### src/rtl/pipeline_hazard_ctrl_pkg.sv
// Shared definitions for the pipeline stall/flush sequencer: FSM encodings,
// register-file constants and the load-use hazard predicate.
package pipeline_hazard_ctrl_pkg;

    typedef enum logic [1:0] {
        ST_RUN      = 2'd0,
        ST_MEM_WAIT = 2'd1,
        ST_FLUSH    = 2'd2
    } state_e;

    localparam logic [4:0] REG_X0 = 5'd0;
    localparam int         FCNT_W = 3;

    // rs1 is compared even for formats without rs1; a spurious stall only costs a cycle
    function automatic logic load_use(
        input logic [4:0] rs1,
        input logic [4:0] rs2,
        input logic       use_rs2,
        input logic [4:0] ex_rd,
        input logic       ex_is_load
    );
        return ex_is_load && (ex_rd != REG_X0) &&
               ((ex_rd == rs1) || (use_rs2 && (ex_rd == rs2)));
    endfunction

endpackage

### src/rtl/pipeline_hazard_ctrl_if.sv
// Bundle of hazard-control signals between the pipeline stages and the sequencer.
// The i_/o_ prefixes are from the sequencer's point of view.
interface pipeline_hazard_ctrl_if #(
    parameter int CNT_W = 32
);
    logic [4:0]       i_dec_rs1;
    logic [4:0]       i_dec_rs2;
    logic             i_dec_use_rs2;
    logic [4:0]       i_ex_rd;
    logic             i_ex_is_load;
    logic             i_ex_redirect;
    logic             i_mem_busy;
    logic             o_fetch_stall;
    logic             o_dec_stall;
    logic             o_dec_flush;
    logic             o_ex_bubble;
    logic             o_ex_hold;
    logic [1:0]       o_state;
    logic [CNT_W-1:0] o_lu_cnt;
    logic [CNT_W-1:0] o_mem_cnt;
    logic [CNT_W-1:0] o_flush_cnt;

    modport slave (
        input  i_dec_rs1, i_dec_rs2, i_dec_use_rs2, i_ex_rd, i_ex_is_load,
               i_ex_redirect, i_mem_busy,
        output o_fetch_stall, o_dec_stall, o_dec_flush, o_ex_bubble, o_ex_hold,
               o_state, o_lu_cnt, o_mem_cnt, o_flush_cnt
    );

    modport master (
        output i_dec_rs1, i_dec_rs2, i_dec_use_rs2, i_ex_rd, i_ex_is_load,
               i_ex_redirect, i_mem_busy,
        input  o_fetch_stall, o_dec_stall, o_dec_flush, o_ex_bubble, o_ex_hold,
               o_state, o_lu_cnt, o_mem_cnt, o_flush_cnt
    );
endinterface

### src/rtl/pipeline_hazard_ctrl_sat_counter.sv
// Performance event counter that sticks at all-ones instead of wrapping.
module pipeline_hazard_ctrl_sat_counter #(
    parameter int CNT_W = 32
) (
    input  logic             clk,
    input  logic             rstn,
    input  logic             i_inc,
    output logic [CNT_W-1:0] o_cnt
);
    logic [CNT_W-1:0] r_cnt;

    always_ff @(posedge clk or negedge rstn) begin
        if (!rstn) begin
            r_cnt <= '0;
        end else if (i_inc && (r_cnt != {CNT_W{1'b1}})) begin
            r_cnt <= r_cnt + CNT_W'(1);
        end
    end

    assign o_cnt = r_cnt;
endmodule

### src/rtl/pipeline_hazard_ctrl.sv
// Stall/flush sequencer for the 5-stage pipeline: load-use bubbles, memory-wait
// holds and multi-cycle flushes after an execute redirect, with perf counters.
module pipeline_hazard_ctrl
    import pipeline_hazard_ctrl_pkg::*;
#(
    parameter int FLUSH_CYCLES = 2,
    parameter int CNT_W        = 32
) (
    input  logic                  clk,
    input  logic                  rstn,
    pipeline_hazard_ctrl_if.slave bus
);
    localparam logic [FCNT_W-1:0] FLUSH_RELOAD = FCNT_W'(FLUSH_CYCLES - 1);
    localparam state_e            ST_AFTER_REDIRECT = (FLUSH_CYCLES > 1) ? ST_FLUSH : ST_RUN;

    state_e            r_state;
    state_e            w_state_next;
    logic [FCNT_W-1:0] r_fcnt;
    logic [FCNT_W-1:0] w_fcnt_next;
    logic              w_lu;
    logic              w_fetch_stall;
    logic              w_dec_stall;
    logic              w_dec_flush;
    logic              w_ex_bubble;
    logic              w_ex_hold;
    logic [2:0]        w_cnt_inc;
    logic [CNT_W-1:0]  w_cnt_val [3];

    assign w_lu = load_use(bus.i_dec_rs1, bus.i_dec_rs2, bus.i_dec_use_rs2,
                           bus.i_ex_rd, bus.i_ex_is_load);

    always_ff @(posedge clk or negedge rstn) begin
        if (!rstn) begin
            r_state <= ST_RUN;
            r_fcnt  <= '0;
        end else begin
            r_state <= w_state_next;
            r_fcnt  <= w_fcnt_next;
        end
    end

    // RUN and MEM_WAIT share transitions; MEM_WAIT mainly makes the wait visible on o_state
    always_comb begin
        w_state_next = r_state;
        w_fcnt_next  = r_fcnt;
        case (r_state)
            ST_FLUSH: begin
                if (bus.i_mem_busy) begin
                    w_state_next = ST_FLUSH;
                end else if (bus.i_ex_redirect) begin
                    w_fcnt_next  = FLUSH_RELOAD;
                    w_state_next = ST_AFTER_REDIRECT;
                end else if (r_fcnt <= FCNT_W'(1)) begin
                    w_fcnt_next  = '0;
                    w_state_next = ST_RUN;
                end else begin
                    w_fcnt_next  = r_fcnt - FCNT_W'(1);
                end
            end
            default: begin
                if (bus.i_mem_busy) begin
                    w_state_next = ST_MEM_WAIT;
                end else if (bus.i_ex_redirect) begin
                    w_fcnt_next  = FLUSH_RELOAD;
                    w_state_next = ST_AFTER_REDIRECT;
                end else begin
                    w_state_next = ST_RUN;
                end
            end
        endcase
    end

    // Index 0: load-use, 1: memory wait, 2: redirect events
    always_comb begin
        w_fetch_stall = 1'b0;
        w_dec_stall   = 1'b0;
        w_dec_flush   = 1'b0;
        w_ex_bubble   = 1'b0;
        w_ex_hold     = 1'b0;
        w_cnt_inc     = 3'b000;
        if (rstn) begin
            w_cnt_inc[1] = bus.i_mem_busy;
            case (r_state)
                ST_FLUSH: begin
                    w_dec_flush = 1'b1;
                    if (bus.i_mem_busy) begin
                        w_fetch_stall = 1'b1;
                        w_dec_stall   = 1'b1;
                        w_ex_hold     = 1'b1;
                    end else if (bus.i_ex_redirect) begin
                        w_cnt_inc[2] = 1'b1;
                    end
                end
                default: begin
                    if (bus.i_mem_busy) begin
                        w_fetch_stall = 1'b1;
                        w_dec_stall   = 1'b1;
                        w_ex_hold     = 1'b1;
                    end else if (bus.i_ex_redirect) begin
                        w_dec_flush  = 1'b1;
                        w_cnt_inc[2] = 1'b1;
                    end else if (w_lu) begin
                        w_fetch_stall = 1'b1;
                        w_dec_stall   = 1'b1;
                        w_ex_bubble   = 1'b1;
                        w_cnt_inc[0]  = 1'b1;
                    end
                end
            endcase
        end
    end

    generate
        for (genvar gi = 0; gi < 3; gi++) begin : g_perf
            pipeline_hazard_ctrl_sat_counter #(.CNT_W(CNT_W)) u_cnt (
                .clk   (clk),
                .rstn  (rstn),
                .i_inc (w_cnt_inc[gi]),
                .o_cnt (w_cnt_val[gi])
            );
        end
    endgenerate

    assign bus.o_fetch_stall = w_fetch_stall;
    assign bus.o_dec_stall   = w_dec_stall;
    assign bus.o_dec_flush   = w_dec_flush;
    assign bus.o_ex_bubble   = w_ex_bubble;
    assign bus.o_ex_hold     = w_ex_hold;
    assign bus.o_state       = r_state;
    assign bus.o_lu_cnt      = w_cnt_val[0];
    assign bus.o_mem_cnt     = w_cnt_val[1];
    assign bus.o_flush_cnt   = w_cnt_val[2];
endmodule

### src/flat_wrapper.sv
// flat-port wrapper written by rule: the top's interface ports become plain ports
module pipeline_hazard_ctrl_flat import pipeline_hazard_ctrl_pkg::*;
#(
    parameter int FLUSH_CYCLES = 2,
    parameter int CNT_W        = 32
)
  (clk, rstn, bus_i_dec_rs1, bus_i_dec_rs2, bus_i_dec_use_rs2, bus_i_ex_rd, bus_i_ex_is_load, bus_i_ex_redirect, bus_i_mem_busy, bus_o_fetch_stall, bus_o_dec_stall, bus_o_dec_flush, bus_o_ex_bubble, bus_o_ex_hold, bus_o_state, bus_o_lu_cnt, bus_o_mem_cnt, bus_o_flush_cnt);
  pipeline_hazard_ctrl_if #(.CNT_W(CNT_W)) bus_i ();
  input  logic clk;
  input  logic rstn;
  input wire logic [$bits(bus_i.i_dec_rs1)-1:0] bus_i_dec_rs1;
  input wire logic [$bits(bus_i.i_dec_rs2)-1:0] bus_i_dec_rs2;
  input wire logic [$bits(bus_i.i_dec_use_rs2)-1:0] bus_i_dec_use_rs2;
  input wire logic [$bits(bus_i.i_ex_rd)-1:0] bus_i_ex_rd;
  input wire logic [$bits(bus_i.i_ex_is_load)-1:0] bus_i_ex_is_load;
  input wire logic [$bits(bus_i.i_ex_redirect)-1:0] bus_i_ex_redirect;
  input wire logic [$bits(bus_i.i_mem_busy)-1:0] bus_i_mem_busy;
  output wire logic [$bits(bus_i.o_fetch_stall)-1:0] bus_o_fetch_stall;
  output wire logic [$bits(bus_i.o_dec_stall)-1:0] bus_o_dec_stall;
  output wire logic [$bits(bus_i.o_dec_flush)-1:0] bus_o_dec_flush;
  output wire logic [$bits(bus_i.o_ex_bubble)-1:0] bus_o_ex_bubble;
  output wire logic [$bits(bus_i.o_ex_hold)-1:0] bus_o_ex_hold;
  output wire logic [$bits(bus_i.o_state)-1:0] bus_o_state;
  output wire logic [$bits(bus_i.o_lu_cnt)-1:0] bus_o_lu_cnt;
  output wire logic [$bits(bus_i.o_mem_cnt)-1:0] bus_o_mem_cnt;
  output wire logic [$bits(bus_i.o_flush_cnt)-1:0] bus_o_flush_cnt;
  assign bus_i.i_dec_rs1 = bus_i_dec_rs1;
  assign bus_i.i_dec_rs2 = bus_i_dec_rs2;
  assign bus_i.i_dec_use_rs2 = bus_i_dec_use_rs2;
  assign bus_i.i_ex_rd = bus_i_ex_rd;
  assign bus_i.i_ex_is_load = bus_i_ex_is_load;
  assign bus_i.i_ex_redirect = bus_i_ex_redirect;
  assign bus_i.i_mem_busy = bus_i_mem_busy;
  assign bus_o_fetch_stall = bus_i.o_fetch_stall;
  assign bus_o_dec_stall = bus_i.o_dec_stall;
  assign bus_o_dec_flush = bus_i.o_dec_flush;
  assign bus_o_ex_bubble = bus_i.o_ex_bubble;
  assign bus_o_ex_hold = bus_i.o_ex_hold;
  assign bus_o_state = bus_i.o_state;
  assign bus_o_lu_cnt = bus_i.o_lu_cnt;
  assign bus_o_mem_cnt = bus_i.o_mem_cnt;
  assign bus_o_flush_cnt = bus_i.o_flush_cnt;
  pipeline_hazard_ctrl #(.FLUSH_CYCLES(FLUSH_CYCLES), .CNT_W(CNT_W)) u_core (.clk(clk), .rstn(rstn), .bus(bus_i));
endmodule
### config.mk
export PLATFORM = sky130hd
export DESIGN_NAME = pipeline_hazard_ctrl_flat
export DESIGN_NICKNAME = d
export VERILOG_FILES = /design/src/rtl/pipeline_hazard_ctrl_pkg.sv /design/src/rtl/pipeline_hazard_ctrl_if.sv /design/src/rtl/pipeline_hazard_ctrl_sat_counter.sv /design/src/rtl/pipeline_hazard_ctrl.sv /design/src/flat_wrapper.sv
export SDC_FILE = /design/constraint.sdc
export NUM_CORES = 1
export LEC_CHECK = 0
export CORE_UTILIZATION = 46
export DETAILED_ROUTE_END_ITERATION = 16
export GPL_ROUTABILITY_DRIVEN = 0
export PLACE_DENSITY_LB_ADDON = 0.15
export SETUP_SLACK_MARGIN = 0.1
export SLEW_MARGIN = 15
export SYNTH_ARGS = -nofsm -noshare
export SYNTH_HDL_FRONTEND = slang
export SYNTH_HIERARCHICAL = 1
export SYNTH_SLANG_ARGS = --single-unit
### constraint.sdc
create_clock -name clk -period 2.4 [get_ports clk]
set_input_delay 0.48 -clock clk [delete_from_list [all_inputs] [get_ports clk]]
set_output_delay 0.48 -clock clk [all_outputs]
set_load 0.005 [all_outputs]
# --- Yosys cells after proc, flatten, opt, wreduce, memory -nomap -nowiden ---
# Cells that the tools add are included.
# W data, S select, Z words.
word_totals:
  ff_bits: 101
  latchBits: 0
  ramBits: 0
  romBits: 0
  output_inout_bits: 103
  n_memories: 0
op_classes:
  addsub: 4
  mul: 0
  n_div: 0
  magnitude_cmp: 1
  eq_ne: 7
  n_shift: 0
  mux: 27
  bitwise_logic: 1
  n_reduce_logical: 10
op_table:
  columns: ["cell", "count"]
  rows:
  - ["$add A32 B1 Y32 const B", 3]
  - ["$ne A32 B32 Y1 const B", 3]
  - ["$mux W3", 7]
  - ["$mux W1", 14]
  - ["$mux W2", 6]
  - ["$eq A5 B5 Y1", 2]
  - ["$logic_and A1 B1 Y1", 6]
  - ["$reduce_bool A5 Y1", 1]
  - ["$ne A4 B3 Y1 const B", 1]
  - ["$le A3 B1 Y1 const B", 1]
  - ["$sub A3 B1 Y3 const B", 1]
  - ["$eq A2 B2 Y1 const B", 1]
  - ["$reduce_and A2 Y1", 1]
  - ["$reduce_bool A2 Y1", 1]
  - ["$logic_or A1 B1 Y1", 1]
  - ["$not A1 Y1", 1]

# --- Longest topological paths before layout ---
# Gate-level depths: netlist of the first run.
logic_depth:
  word_depth: 10
  depth_mapped: 10
  ltp_nobuf: 9

# --- Cells and area by module ---
# Netlist of the first run, hierarchy kept.
modules_own_cells:
  columns: ["mod", "n_inst", "cells_each", "area_each_um2", "seq_area_each_um2"]
  rows:
  - ["pipeline_hazard_ctrl_sat_counter at u_core.g_perf[0].u_cnt ...", 2, 151, 1624.1, 800.8]
  - ["pipeline_hazard_ctrl_sat_counter at u_core.g_perf[2].u_cnt", 1, 153, 1617.8, 800.8]
  - ["pipeline_hazard_ctrl", 1, 55, 456.7, 125.1]

# --- Worst setup path before layout of the first run ---
# Ideal clock, no wire load.
synth_path:
  path_type: "input port to flip-flop"
  from: "input bus_i_ex_rd[4]"
  to: "register u_core.g_perf[0].u_cnt.r_cnt[29]"
  t_arrival_ps: 2666
  required_ps: 2321
  setup_slack_ps: -345
  cell_stages: 10
  path_cell_list: "xor2_1 > nor4_1 > a32oi_1 > nor4b_2 > and3_1 > nor2b_1 > clkbuf_1 > nand4_1 > nor4_2 > xor2_1"
synth_between:
  elab_chain_len: 10
  word_cells_on_any_way: 13
  classes_between: "eq/ne (2); mux (5); reduce/logical (6)"
synth_rtl:
  columns: ["item", "line", "rtl"]
  rows:
  - ["from (decl)", "flat_wrapper.sv:14", "input wire logic [$bits(bus_i.i_ex_rd)-1:0] bus_i_ex_rd;"]
  - ["$eq A5 B5 Y1", "pipeline_hazard_ctrl_pkg.sv:23", "((ex_rd == rs1) || (use_rs2 && (ex_rd == rs2)));"]
  - ["$logic_and A1 B1 Y1", "pipeline_hazard_ctrl_pkg.sv:23", null]
  - ["$logic_or A1 B1 Y1", "pipeline_hazard_ctrl_pkg.sv:23", null]
  - ["$logic_and A1 B1 Y1 (*)", "pipeline_hazard_ctrl_pkg.sv:22", "return ex_is_load && (ex_rd != REG_X0) &&"]
  - ["$mux W1 (*)", "pipeline_hazard_ctrl.sv:102", "end else if (w_lu) begin"]
  - ["$mux W1 (*)", "pipeline_hazard_ctrl.sv:99", "end else if (bus.i_ex_redirect) begin"]
  - ["$mux W1 (*)", "pipeline_hazard_ctrl.sv:95", "if (bus.i_mem_busy) begin"]
  - ["$mux W1 (*)", "pipeline_hazard_ctrl.sv:83", "case (r_state)"]
  - ["$mux W3 (*)", "pipeline_hazard_ctrl.sv:81", "if (rstn) begin"]
  - ["$logic_and A1 B1 Y1 (*)", "pipeline_hazard_ctrl_sat_counter.sv:15", "end else if (i_inc && (r_cnt != {CNT_W{1'b1}})) begin"]
  - ["to (signal assigned)", "pipeline_hazard_ctrl_sat_counter.sv:16", "r_cnt <= r_cnt + CNT_W'(1);"]
  - ["to (decl)", "pipeline_hazard_ctrl_sat_counter.sv:10", "logic [CNT_W-1:0] r_cnt;"]
# Every way passes the cells marked *; elsewhere a longest branch is shown, timed or not.
# A chain may end at the register's enable or synchronous reset.

# --- Worst setup path after layout of the first run ---
layout_path:
  from: "input bus_i_ex_rd[2]"
  to: "register u_core.g_perf[0].u_cnt.r_cnt[25]"
# The elaborated chain is that of the path after synthesis.

==> run summary, run 1 <==
Run status -> complete, no violations
GR Overflow Total -> 0
Final setup viols -> 0
Num CTS Buffers -> 9
Worst-margin pin slew -> 0.8821 ns
PortBufs -> 123
Placed wire-length estimate -> 9483 um
CTS sink count -> 101
Layout cell share with drive strength beyond 1 -> 0.1708
Row cnt -> 38
CTS H-tree depth -> 3
Netlist Area Pre-Place -> 0.005323 sq mm
Register area share after synthesis -> 0.4748
Startpoint types -> primary input
PwrDens -> 554.3 mW/mm^2
Gate Count Post-Synth -> 510
CP Class -> primary input to flop
Pwr Total -> 4.119 mW
Clk_lat worst skew -> 0.35 ns
Net count after synthesis -> 536
Drt drc -> 0
CP arrival -> 2.59 ns
Main synth FF type -> dfrtp_1
Die height -> 109.6 um
Iter 0 DRT Violations -> 251
Largest net degree at the start of global routing -> 69
Fmax -> 424.6 MHz
RSZ-0062 raised after global routing -> yes
Antenna Cells -> 0
Max-cap viol count -> 0
Synth warn -> 6
R2R depth -> 11
Core area -> 0.01108 sq mm
First-pass GRT wire length -> 21570 um
Final hold viol count -> 0
1st-pass router iterations -> 6
CTS tree -> built
Hold WC Path Type -> primary input to async pin
Initial antenna violation count -> 0
Nets@finish -> 706
Antenna-violating nets left -> 0
Routed vias/inst -> 5.503
Mean Syn Cell Area -> 10.44 sq um
Post-DR wirelength/cell -> 15.97 um
Yosys cell types -> 47
Fin Setup TNS -> 0 ns
CTS Root Buffer Type -> clkbuf_16
Bufs on Longest Clock Path -> 2
Slew HR -> 0.4119
Hold WS -> 0.2096 ns
#FFs+latches synth -> 101
Total wire length -> 13170 um
Die width -> 109.6 um
EDFF count, synth -> 0
Clock transition at path regs -> 0.07 ns
Crit Path Max Fanout -> 4
Crit end category -> flop
Number of global-route vias before repair -> 4458
LEAKAGE -> 3.202 nW
I/O pin cnt -> 124
Die area -> 0.01201 sq mm
Worst Skew -> 0.005720 ns
Layout area overhead -> 39.59%
Final period util -> 0.9812
Starting Density -> 0.4805
Layout fillers -> 926
Final Critical Period -> 2.355 ns
Maximum vdd drop -> 652.6 uV
Vias -> 4540
Fraction of registers with async set/reset -> 1.000
Gr usage total -> 0.2334
Most frequent cells in the layout -> 101 x clkdlybuf4s50_1, 101 x dfrtp_1, 59 x xnor2_1, 56 x nand2_1, 41 x buf_4
Critical Path RT -> 2.64 ns
Final count of pins violating max slew -> 0
==> worst max-delay path, cell delays in order <==
cell	delay, ns
buf_6	0.10
xor2_1	0.16
nor4_2	0.30
a32oi_2	0.18
nor4b_4	0.25
buf_4	0.17
and3_4	0.19
buf_4	0.12
nand3_4	0.12
nor3_4	0.25
nand4_1	0.13
xnor2_1	0.14
==> synth_stat cells (all sizes together), types with 2 or more instances <==
| library cell | count | area [sq um] |
|---|---|---|
| a31oi | 3 | 18.77 |
| mux2 | 6 | 67.56 |
| dfrtp | 101 | 2527 |
| o211ai | 4 | 30.03 |
| xor2 | 37 | 324.1 |
| o41ai | 2 | 36.29 |
| nor4 | 13 | 123.9 |
| and2 | 7 | 43.79 |
| a2111oi | 2 | 30.03 |
| o21ai | 6 | 30.03 |
| nand3b | 2 | 15.01 |
| and4 | 12 | 105.1 |
| inv | 7 | 26.28 |
| nor2 | 33 | 123.9 |
| o21bai | 2 | 15.01 |
| and3 | 9 | 56.30 |
| nand4 | 41 | 281.5 |
| a21oi | 6 | 30.03 |
| nand3 | 41 | 220.2 |
| nand2 | 59 | 226.5 |
| nor3 | 23 | 140.1 |
| buf | 4 | 41.29 |
| ha | 5 | 62.56 |
| or4 | 4 | 45.04 |
| nand2b | 3 | 18.77 |
| clkbuf | 4 | 15.01 |
| xnor2 | 60 | 525.5 |
| nor2b | 3 | 18.77 |
| o31ai | 2 | 42.54 |
==> power breakdown <==
group	internal [mW]	total [mW]	switching, mW
Clock	0.968	1.60	0.634
Sequential	1.80	1.96	0.153
Combinational	0.329	0.562	0.233
Total	3.10	4.12	1.02
==> worst paths after layout <==
path / start / end / slack (ns)
max: bus_i_ex_rd[2] / u_core/g_perf[0].u_cnt/o_cnt[25] / 0.05
min: rstn / u_core/g_perf[1].u_cnt/o_cnt[9] / 0.21
max reg2reg: u_core/bus.o_state[1] / u_core/g_perf[0].u_cnt/o_cnt[25] / 0.08
min reg2reg: u_core/g_perf[2].u_cnt/o_cnt[21] / u_core/g_perf[2].u_cnt/o_cnt[21] / 0.48
max in group asynchronous: rstn / u_core/g_perf[0].u_cnt/o_cnt[11] / 1.42
min in group clk: u_core/g_perf[2].u_cnt/o_cnt[21] / u_core/g_perf[2].u_cnt/o_cnt[21] / 0.48
==> metal layers <==
layer | share of wire | track usage | vias up
met1 | 0.45 | 0.3072 | 2226
li1 | - | - | 2165
met2 | 0.49 | 0.3742 | 138
met3 | 0.055 | 0.06402 | 11
met4 | 0.011 | 0.07238 | 0
met5 | 0 | 0 | -
==> repair_timing <==
action	in CTS	in global routing
endpoints found under the setup margin	34	31
hold buffers	1	0
buffers inserted	3	4
pin swaps	16	19
endpoints found under the hold margin	1	0
resized for setup	55	23
==> per-stage QoR <==
step | setup slack [ns] | cell area (sq um) | utilization | std cells
4_1_cts | -0.007372 | 7336 | 0.6622 | 823
6_report | 0.04503 | 7430 | 0.6707 | 825
3_5_place_dp | -0.7229 | 6973 | 0.6294 | 803
3_3_place_gp | -0.7170 | 6973 | 0.6294 | 803
5_1_grt | -0.06370 | 7430 | 0.6707 | 825
2_1_floorplan | -0.09550 | 5341 | - | 510
==> cell families (layout without fill, tap and decap cells) <==
logic type               Yosys count  after routing  share of synthesized area
buffers and inverters             15            190                    0.01551
adder cells (fa/ha/maj)            5              5                    0.01175
AO/OA/AOI/OAI                     31             31                    0.04984
XOR/XNOR                          97             97                     0.1596
multiplexers                       7              7                    0.01457
flip-flops                       101            101                     0.4748
AND/OR/NAND/NOR                  254            254                     0.2739
==> flip-flops by register name (all words and copies together), names as in the netlist <==
register	cells
u_core/g_perf.u_cnt/o_cnt	96
u_core/r_fcnt	3
u_core/bus.o_state	2
==> layout make-up <==
| class | count | area (sq um) | share of cell area |
|---|---|---|---|
| tap | 140 | 175.2 | 0.02358 |
| sequential | 101 | 2527 | 0.3402 |
| inverter | 7 | 26.28 | 0.003537 |
| multi-input combinational | 394 | 2831 | 0.3811 |
| clock buffer | 12 | 256.5 | 0.03452 |
| timing repair buffer | 167 | 1543 | 0.2076 |
| clock inverter | 4 | 70.07 | 0.009431 |
(Power assumes the default switching activity.)
==> run 2: changes to the inputs <==
--- a/config.mk
+++ b/config.mk
@@ -8,7 +8,7 @@
 export CORE_UTILIZATION = 46
 export DETAILED_ROUTE_END_ITERATION = 16
 export GPL_ROUTABILITY_DRIVEN = 0
-export PLACE_DENSITY_LB_ADDON = 0.15
+export PLACE_DENSITY = 0.77
 export SETUP_SLACK_MARGIN = 0.1
 export SLEW_MARGIN = 15
 export SYNTH_ARGS = -nofsm -noshare
==> run 2 against run 1 <==
Compared with the run above:
- global-route usage is 0.98 points higher
- fmax is 12% lower
- highest routed layer unchanged
- critical endpoint is now u_core/g_perf[0].u_cnt/o_cnt[8]
- final cell count is 1.1% higher
- largest power group unchanged
- the run now ends with negative setup slack left
- sequential power hardly changed
- flip-flop and latch count stayed put
- critical path type unchanged
- final area is 1.2% higher
==> run summary, run 2 (same netlist as run 1, synthesis figures left out) <==
Run status -> complete, but fails checks
Failing checks -> negative setup slack
Maximum vdd drop -> 403.5 uV (-38%)
Delay of the slowest critical-path stage -> 0.26 ns (-0.04 ns)
Worst Skew -> 0.01035 ns (+0.004627 ns)
Max reg flops -> 96 (unchanged)
Critical Path RT -> 2.65 ns (about the same)
Pwr Total -> 3.903 mW (-5.2%)
Core area -> 0.01108 sq mm (unchanged)
Fin worst setup slack -> -0.2766 ns (-0.3216 ns)
Routed vias/inst -> 5.591 (+1.6%)
Final hold viol count -> 0 (unchanged)
Post-DR wirelength/cell -> 16.73 um (+4.8%)
Worst-margin pin slew -> 0.8088 ns (-0.07332 ns)
Num CTS Buffers -> 9 (unchanged)
Max-cap viol count -> 0 (unchanged)
PortBufs -> 123 (unchanged)
Number of global-route vias before repair -> 4774 (+7.1%)
Largest net degree at the start of global routing -> 65 (-5.8%)
Drt drc -> 0 (unchanged)
CP Class -> primary input to flop
Reg-to-Reg Start -> u_core/bus.o_state[1]
Initial antenna violation count -> 1 (+1)
Levels on crit path -> 15 (+3)
Vias -> 4663 (+2.7%)
LEAKAGE -> 3.221 nW (+0.59%)
Bufs on Longest Clock Path -> 2 (unchanged)
Worst Path Buf+Inv -> 7 (+4)
Gr usage total -> 0.2431 (+0.009750)
Die width -> 109.6 um (unchanged)
Final setup viols -> 29 (+29)
Final Cell Area -> 0.007517 sq mm (+1.2%)
Placed wire-length estimate -> 10070 um (+6.2%)
Final Critical Period -> 2.677 ns (+0.3216 ns)
Worst reg2reg endpoint -> u_core/g_perf[0].u_cnt/o_cnt[8]
Cell-by-cell trace of the critical path -> buf_6 -> xor2_2 -> nor4_2 -> a32oi_1 -> buf_4 -> nor4b_4 -> buf_4 -> buf_6 -> buf_4 -> buf_6 -> nand4_1 -> buf_4 -> nor2_2 -> nand3_1 -> xnor2_1
CTS Root Buffer Type -> clkbuf_16
Clock transition at path regs -> 0.08 ns (about the same)
Fmax -> 373.6 MHz (-12%)
1st-pass router iterations -> 5 (-1)
CP arrival -> 2.93 ns (+0.34 ns)
Layout cell share with drive strength beyond 1 -> 0.1876 (+0.01679)
CP dominant cell by count -> buf_4
PwrDens -> 519.2 mW/mm^2 (-6.3%)
Setup crit end -> u_core/g_perf[0].u_cnt/o_cnt[8]
CTS tree -> built
FF-to-FF setup slack -> -0.06 ns (-0.14 ns)
Crit Path Max Fanout -> 3 (-1)
Slowest CP cell -> nor4_2
Row cnt -> 38 (unchanged)
Crit path launch -> bus_i_dec_rs2[2]
Layout area overhead -> 41.23%
Startpoint types -> primary input
Crit path max-delay family -> buffers and inverters
Die height -> 109.6 um (unchanged)
Starting Density -> 0.4805 (unchanged)
Most frequent cells in the layout -> 102 x clkdlybuf4s50_1, 101 x dfrtp_1, 59 x xnor2_1, 56 x nand2_1, 41 x buf_4
RSZ-0062 raised after global routing -> yes
R2R depth -> 13 (+2)
Nets@finish -> 714 (+1.1%)
Final count of pins violating max slew -> 0 (unchanged)
GR Overflow Total -> 0 (unchanged)
Final period util -> 1.115 (+0.1340)
CTS sink count -> 101 (unchanged)
Iter 0 DRT Violations -> 277 (+10%)
First-pass GRT wire length -> 22840 um (+5.9%)
Final core utilization -> 0.6786 (+0.007906)
Placed insts -> 802 (-0.12%)
I/O pin cnt -> 124 (unchanged)
Antenna-violating nets left -> 0 (unchanged)
Non-Filler Instances -> 834 (+1.1%)
Most common cell after layout, fill and taps aside -> clkdlybuf4s50_1
Total wire length -> 13960 um (+5.9%)
Clk_lat worst skew -> 0.34 ns (about the same)
Hold WC Path Type -> primary input to async pin
Crit end category -> flop
Placed cell area -> 0.006965 sq mm (-0.11%)
CTS H-tree depth -> 3 (unchanged)
Slew HR -> 0.4608 (+0.04888)
Hold WS -> 0.1391 ns (-0.07048 ns)
Die area -> 0.01201 sq mm (unchanged)
==> run 2: report_power, final <==
group	internal [mW]	total, mW	switching, mW
Combinational	0.334	0.573	0.239
Clock	0.716	1.37	0.652
Sequential	1.80	1.96	0.160
==> run 2: worst min path at each step <==
stage,from,to,depth (start not counted)
5_1_grt,rstn,u_core/g_perf[1].u_cnt/o_cnt[3],2
4_1_cts,rstn,u_core/g_perf[1].u_cnt/o_cnt[1],2
6_report,rstn,u_core/g_perf[1].u_cnt/o_cnt[3],2
3_5_place_dp,rstn,u_core/r_fcnt[2],1
3_3_place_gp,rstn,u_core/r_fcnt[2],1
2_1_floorplan,rstn,u_core/bus.o_state[0],0
==> run 2: layout make-up <==
cell class                      instances  area [sq um]
Multi-Input combinational cell        394          2853
Tap cell                              140         175.2
Antenna cell                            1         2.502
Clock inverter                          7         56.30
Sequential cell                       101          2527
Clock buffer                            9         225.2
Timing Repair Buffer                  175          1652
Inverter                                7         26.28
Fill cell                             863          3561
==> run 2: timing repair <==
action | 4_1_cts | 5_1_grt
hold buffers | 1 | 0
pin swaps | 34 | 22
hold endpoints to repair | 2 | 0
setup endpoints to repair | 33 | 35
setup buffers | 11 | 3
gates resized for setup | 68 | 21
==> run 2: metal layers <==
layer	wire [um]	global-route usage	share of wire	vias up
met3	758	0.04268	0.054	32
met4	405	0.1152	0.029	0
met1	5768	0.3029	0.41	2263
met2	7021	0.4097	0.50	181
met5	0	0	0	-
li1	-	-	-	2187
==> run 2: per-stage QoR <==
stage                     TNS (ns)  setup slack, ns
after global routing        -7.072          -0.3489
after floorplan            -0.3451         -0.09550
after CTS                   -1.837          -0.1846
final                       -3.148          -0.2766
after detailed placement    -19.20          -0.6701
after global placement      -16.66          -0.5837
